===== src/rtl/greater_pipe_pkg.sv =====
// Shared types and elaboration helpers for the pipelined magnitude comparator.
// Sizes every level of the group-and-merge tree from the operand width.
package greater_pipe_pkg;

    localparam int GROUP_W = 3;

    typedef struct packed {
        logic gt;
        logic eq;
    } cmp_t;

    // Stands in for a group that does not exist at the top of a level.
    localparam cmp_t CMP_PAD = '{gt: 1'b0, eq: 1'b1};

    function automatic int ngroups(input int width);
        return (width + GROUP_W - 1) / GROUP_W;
    endfunction

    function automatic int clog4(input int n);
        int m;
        int r;
        m = n;
        r = 0;
        while (m > 1) begin
            m = (m + 3) / 4;
            r++;
        end
        return r;
    endfunction

    function automatic int lat(input int width);
        return 1 + clog4(ngroups(width));
    endfunction

    function automatic int lvl_n(input int n0, input int l);
        int m;
        m = n0;
        for (int i = 0; i < l; i++) m = (m + 3) / 4;
        return m;
    endfunction

    // Position of level l inside the flattened node vector.
    function automatic int lvl_off(input int n0, input int l);
        int s;
        s = 0;
        for (int i = 0; i < l; i++) s += lvl_n(n0, i);
        return s;
    endfunction

endpackage


===== src/rtl/greater_merge4.sv =====
// Combinational 4:1 merge of compare results, element 3 most significant.
// The highest unequal group decides gt.
module greater_merge4
    import greater_pipe_pkg::*;
(
    input  cmp_t [3:0] grp,
    output cmp_t       res
);

    always_comb begin
        res.eq = grp[0].eq & grp[1].eq & grp[2].eq & grp[3].eq;
        res.gt = grp[3].eq
               ? (grp[2].eq ? (grp[1].eq ? grp[0].gt : grp[1].gt) : grp[2].gt)
               : grp[3].gt;
    end

endmodule


===== src/rtl/greater_pipe.sv =====
// Pipelined, flow-controlled unsigned a>b / a==b comparator with a tag,
// one register stage per tree level and a single global stall enable.
module greater_pipe
    import greater_pipe_pkg::*;
#(
    parameter int WIDTH = 32,
    parameter int TAG_W = 4
) (
    input  logic             clk,
    input  logic             arst,
    input  logic             in_valid,
    output logic             in_ready,
    input  logic [WIDTH-1:0] a,
    input  logic [WIDTH-1:0] b,
    input  logic [TAG_W-1:0] in_tag,
    output logic             out_valid,
    input  logic             out_ready,
    output logic             gt,
    output logic             eq,
    output logic [TAG_W-1:0] out_tag
);

    localparam int N0    = ngroups(WIDTH);
    localparam int NLV   = clog4(N0);
    localparam int LAT   = NLV + 1;
    localparam int TOTAL = lvl_off(N0, NLV + 1);
    localparam int PW    = N0 * GROUP_W;

    logic                en;
    logic [PW-1:0]       ap;
    logic [PW-1:0]       bp;
    cmp_t [TOTAL-1:0]    node_d;
    cmp_t [TOTAL-1:0]    node_q;
    logic [LAT-1:0]      vld_q;
    logic [TAG_W-1:0]    tag_q [LAT];

    assign en       = !out_valid | out_ready;
    assign in_ready = en;

    assign ap = PW'(a);
    assign bp = PW'(b);

    for (genvar j = 0; j < N0; j++) begin : g_leaf
        assign node_d[j].gt = ap[j*GROUP_W +: GROUP_W] > bp[j*GROUP_W +: GROUP_W];
        assign node_d[j].eq = ap[j*GROUP_W +: GROUP_W] == bp[j*GROUP_W +: GROUP_W];
    end

    for (genvar l = 1; l <= NLV; l++) begin : g_lvl
        localparam int NP = lvl_n(N0, l - 1);
        localparam int NC = lvl_n(N0, l);
        localparam int OP = lvl_off(N0, l - 1);
        localparam int OC = lvl_off(N0, l);
        for (genvar j = 0; j < NC; j++) begin : g_node
            cmp_t [3:0] grp;
            for (genvar i = 0; i < 4; i++) begin : g_in
                if (4 * j + i < NP) begin : g_real
                    assign grp[i] = node_q[OP + 4*j + i];
                end else begin : g_pad
                    assign grp[i] = CMP_PAD;
                end
            end
            greater_merge4 u_merge (
                .grp (grp),
                .res (node_d[OC + j])
            );
        end
    end

    always_ff @(posedge clk or posedge arst) begin
        if (arst) begin
            node_q <= '0;
            vld_q  <= '0;
            for (int i = 0; i < LAT; i++) tag_q[i] <= '0;
        end else if (en) begin
            node_q   <= node_d;
            vld_q[0] <= in_valid & en;
            tag_q[0] <= in_tag;
            for (int i = 1; i < LAT; i++) begin
                vld_q[i] <= vld_q[i-1];
                tag_q[i] <= tag_q[i-1];
            end
        end
    end

    assign out_valid = vld_q[LAT-1];
    assign out_tag   = tag_q[LAT-1];
    assign gt        = node_q[TOTAL-1].gt;
    assign eq        = node_q[TOTAL-1].eq;

endmodule


===== config.mk =====
export PLATFORM = sky130hd
export DESIGN_NAME = greater_pipe
export DESIGN_NICKNAME = d
export VERILOG_FILES = /design/src/rtl/greater_pipe_pkg.sv /design/src/rtl/greater_merge4.sv /design/src/rtl/greater_pipe.sv
export SDC_FILE = /design/constraint.sdc
export NUM_CORES = 1
export LEC_CHECK = 0
export BUFFER_PORTS_ARGS = -buffer_cell sky130_fd_sc_hd__buf_2
export CAP_MARGIN = 20
export CELL_PAD_IN_SITES_DETAIL_PLACEMENT = 1
export CELL_PAD_IN_SITES_GLOBAL_PLACEMENT = 1
export CORE_AREA = 2 2 106 108
export DETAILED_ROUTE_END_ITERATION = 12
export DIE_AREA = 0 0 108 110
export GPL_ROUTABILITY_DRIVEN = 0
export PLACE_DENSITY = 0.66
export RECOVER_POWER = 100
export SYNTH_ARGS = -nofsm -noshare
export SYNTH_HDL_FRONTEND = slang
export SYNTH_SLANG_ARGS = --single-unit

===== constraint.sdc =====
create_clock -name clk -period 1.8 [get_ports clk]
set_clock_uncertainty 0.05 [all_clocks]
set_input_delay 0.54 -clock clk [delete_from_list [all_inputs] [get_ports clk]]
set_output_delay 0.54 -clock clk [all_outputs]
set_load 0.02 [all_outputs]

# ---- Yosys cells after proc, flatten, opt, wreduce, memory -nomap -nowiden
# Index checks and enable logic that the tools add are counted.
dict set report word_totals {
  regBits 45
  latchBits 0
  mem_bits_rw 0
  mem_bits_ro 0
  inputBits 72
  out_inout_bits 8
  elab_cells 79
  memories 0
}
dict set report op_classes {
  add_sub_neg 0
  mul 0
  div 0
  n_lt_le_gt_ge 11
  n_eq_ne 11
  n_shift 0
  muxes 10
  bitwise 12
  n_reduce_logical 1
}
# op count
set op_table {}
lappend op_table {{3-bit equality test} 10}
lappend op_table {{3-bit > comparator} 10}
lappend op_table {{1-bit bitwise AND} 11}
lappend op_table {{1-bit 2-to-1 mux} 10}
lappend op_table {{2-bit equality test} 1}
lappend op_table {{2-bit > comparator} 1}
lappend op_table {{1-bit zero test} 1}
lappend op_table {{1-bit OR} 1}

# ---- Depth between registers and ports, before layout
dict set report logic_depth {
  word_depth 3
  depth_mapped 6
  ltp_nobuf 6
}

# ---- By module
# Synthesis repeated with hierarchy kept, for this count alone.
dict set report hier_totals {
  hier_cells 263
  hier_area_um2 2733.9
}
# module instances cells_per_inst area_per_inst_um2 seq_area_each_um2
set modules_own_cells {}
lappend modules_own_cells {greater_pipe 1 235 2543.7 1126.1}
lappend modules_own_cells {greater_merge4 4 7 47.5 0.0}

# ---- Worst setup path before layout
# Ideal clock, no wire load.
dict set report synth_timing {
  path_kind {input to output}
  from {in out_ready}
  to {out in_ready}
  arrival_ps 932
  t_required_ps 1210
  setup_slack_ps 278
  cell_stages 4
  cell_sequence {nor2b_4 > buf_6 > inv_4 > buf_6}
}
dict set report synth_via {
  elab_chain_len 1
}
# element line
set synth_lines {}
lappend synth_lines {{start: declaration} greater_pipe.sv:17} ;# input logic out_ready,
lappend synth_lines {{1-bit OR} greater_pipe.sv:37} ;# assign en = !out_valid | out_ready;
lappend synth_lines {{end: declaration} greater_pipe.sv:12} ;# output logic in_ready,
# Every way passes these cells.

# ---- Worst setup path in the final report
dict set report layout_timing {
  from {reg vld_q[2]}
  to {out in_ready}
}
dict set report layout_via {
  elab_chain_len 2
}
# element line
set layout_lines {}
lappend layout_lines {{start: declaration} greater_pipe.sv:34} ;# logic [LAT-1:0] vld_q;
lappend layout_lines {{start signal: indexed assignment} greater_pipe.sv:79} ;# vld_q[i] <= vld_q[i-1];
lappend layout_lines {{1-bit zero test} greater_pipe.sv:37}
lappend layout_lines {{1-bit OR} greater_pipe.sv:37}
# Every way passes these cells.

==> results.json <==
{
  "grt_pass1_wl_mm": 9.34,
  "power_uw": 2990,
  "rsz0062_at_grt": "false",
  "die_height_microns": 110,
  "drv_cap": 0,
  "finalHoldViolCount": 0,
  "hold_path_class": "input pin to flip-flop",
  "cts_resized": 0,
  "htree_num_levels": 2,
  "antenna_found_initial": 0,
  "ant_nets": 0,
  "port_buffers": 79,
  "mostFrequentLayoutCells": "73 x nand2_1, 71 x buf_2, 45 x dfrtp_1, 41 x o21ai_0, 35 x inv_1",
  "cp-start-kind": "flip-flop",
  "register_area_sq_um": 1130,
  "placedCellCount": 501,
  "grt_max_degree": 46,
  "layout.nets": 472,
  "layout-drive-gt1-share": 0.234,
  "grt_pass1_vias": 2202,
  "route.detailed.drc": 0,
  "fp.dieW_microns": 108,
  "finalSetupViolations": 0,
  "avgViaCountPerCell": 4.14,
  "worst-setup-path-type": "flip-flop to output pin",
  "vias": 2105,
  "postCtsSetupRepairBufs": 0,
  "synth_cell_types": 19,
  "cts_inserted_buffers": 5,
  "insertion_delay_ns": 0.30,
  "synth.avg_cell_area_sq_um": 8.94,
  "yosys_warnings": 0,
  "required_ns": 1.21,
  "drt_iter0_markers": 71,
  "die-area_sq_um": 11900,
  "fill_cells": 1308,
  "cts_tree": "done",
  "final_cells": 508,
  "worstPathMaxFanout": 3,
  "antenna_cells": 0,
  "syn-num-nets": 396,
  "clk_pin_slew_ns": 0.08,
  "slew_headroom": 0.242,
  "fmax_ghz": 0.601,
  "tns_ns": 0,
  "core_area_sq_um": 10700,
  "leakage_uw": 0.00167,
  "dp_hpwl_mm": 4.45,
  "numClockSinks": 45,
  "yosysSeqAreaShare": 0.431,
  "whs_ns": 0.399,
  "fin_crit_sh": 0.925,
  "final_common_cell": "nand2_1",
  "p_per_area_nw_per_um2": 946,
  "slew_violations": 0,
  "wl_mm": 5.53,
  "ys_seq_elements": 45,
  "tightest_slew_ns": 1.14,
  "period_needed_ns": 1.66,
  "syn_to_final_growth_pct": 21.1,
  "first_pass_iters": 4,
  "overflow": 0,
  "grt_use_total": 0.0984,
  "status": "complete, no violations",
  "max-vdd-ir-drop_mv": 0.529,
  "multi_input_area_sq_um": 1210,
  "netlist_area_sq_um": 2610,
  "wire_per_inst_microns": 10.9,
  "start_util": 0.244,
  "cts_root_buffer": "clkbuf_8",
  "io_pins": 80,
  "rows": 38,
  "cp.arrival_ns": 1.07,
  "synthCells": 292,
  "critPathCaptureType": "output pin",
  "clock_path_buffers": 2,
  "postCtsHoldBufs": 0
}
-- kinds of logic after synthesis --
logic type	synth area share
buf+inv	0.103
flops	0.431
mux	0.0153
compound gates	0.126
fa+ha+maj	0.153
simple gates	0.172
-- Yosys cell counts --
library cell	count	area [sq um]
nand2_1	73	274
dfrtp_1	45	1130
inv_1	35	131
ha_1	32	400
o21ai_0	23	115
o21ai_1	20	100
nand3_1	12	60.1
nor2b_1	11	68.8
o21a_1	10	75.1
buf_4	7	52.6
buf_6	7	78.8
a21oi_1	4	20.0
mux2i_1	4	40.0
a21oi_2	2	17.5
nand4_1	2	12.5
nor2_2	2	12.5
inv_4	1	6.26
nand2b_1	1	6.26
nor2b_4	1	13.8
-- power by group --
group | internal, uW | switching [uW] | total, uW
Sequential | 1270 | 146 | 1420
Combinational | 322 | 504 | 826
Clock | 404 | 341 | 745
Total | 2000 | 992 | 2990
-- critical path: stages, from the launching register on --
cell	delay [ns]
dfrtp_1	0.39
nor2b_4	0.14
inv_4	0.04
clkbuf_1	0.21
-- state kept, by name, indices dropped and copies added (netlist names) --
signal and count:
tag_q 8, eq 1, g_lvl.g_node.grp 28, vld_q 3
gt 1, out_tag 4
-- through the flow --
step | setup WS [ns] | util | cell area, sq um
after CTS | 0.159 | 0.299 | 3200
after detailed placement | 0.134 | 0.289 | 3090
after floorplan | 0.151 | - | 2610
final | 0.135 | 0.296 | 3160
after global placement | 0.169 | 0.289 | 3090
after global routing | 0.0680 | 0.296 | 3160
-- metal layers --
metal | track usage | share of wire | vias up
li1 | - | - | 1096
met1 | 0.112 | 0.44 | 958
met4 | 0.0275 | 0.0069 | 0
met5 | 0 | 0 | -
met3 | 0.0218 | 0.046 | 4
met2 | 0.185 | 0.51 | 47
-- final cells by class --
| class | count | share of cell area |
|---|---|---|
| well taps | 140 | 0.0554 |
| clock buffers | 5 | 0.0218 |
| clock inverters | 2 | 0.0111 |
| multi-input cells | 197 | 0.383 |
| repair buffers | 83 | 0.129 |
| inverters | 36 | 0.0435 |
| flip-flops and latches | 45 | 0.356 |
-- path summary, 6_finish.rpt --
kind / startpoint / end / slack, ns / depth (start not counted)
worst max-delay path: vld_q[2]$_DFFE_PP0P_ / in_ready / 0.14 / 3
worst min-delay path: in_tag[0] / tag_q[8]$_DFFE_PP0P_ / 0.40 / 3
worst max register to register: vld_q[2]$_DFFE_PP0P_ / g_lvl[1].g_node[0].grp[5]$_DFFE_PP0P_ / 0.47 / 3
worst min register to register: out_tag[1]$_DFFE_PP0P_ / out_tag[1]$_DFFE_PP0P_ / 0.42 / 2
max in group asynchronous: arst / out_tag[2]$_DFFE_PP0P_ / 0.45 / 3
min in group asynchronous: arst / g_lvl[1].g_node[1].grp[7]$_DFFE_PP0P_ / 0.55 / 3
(Power assumes the default switching activity.)
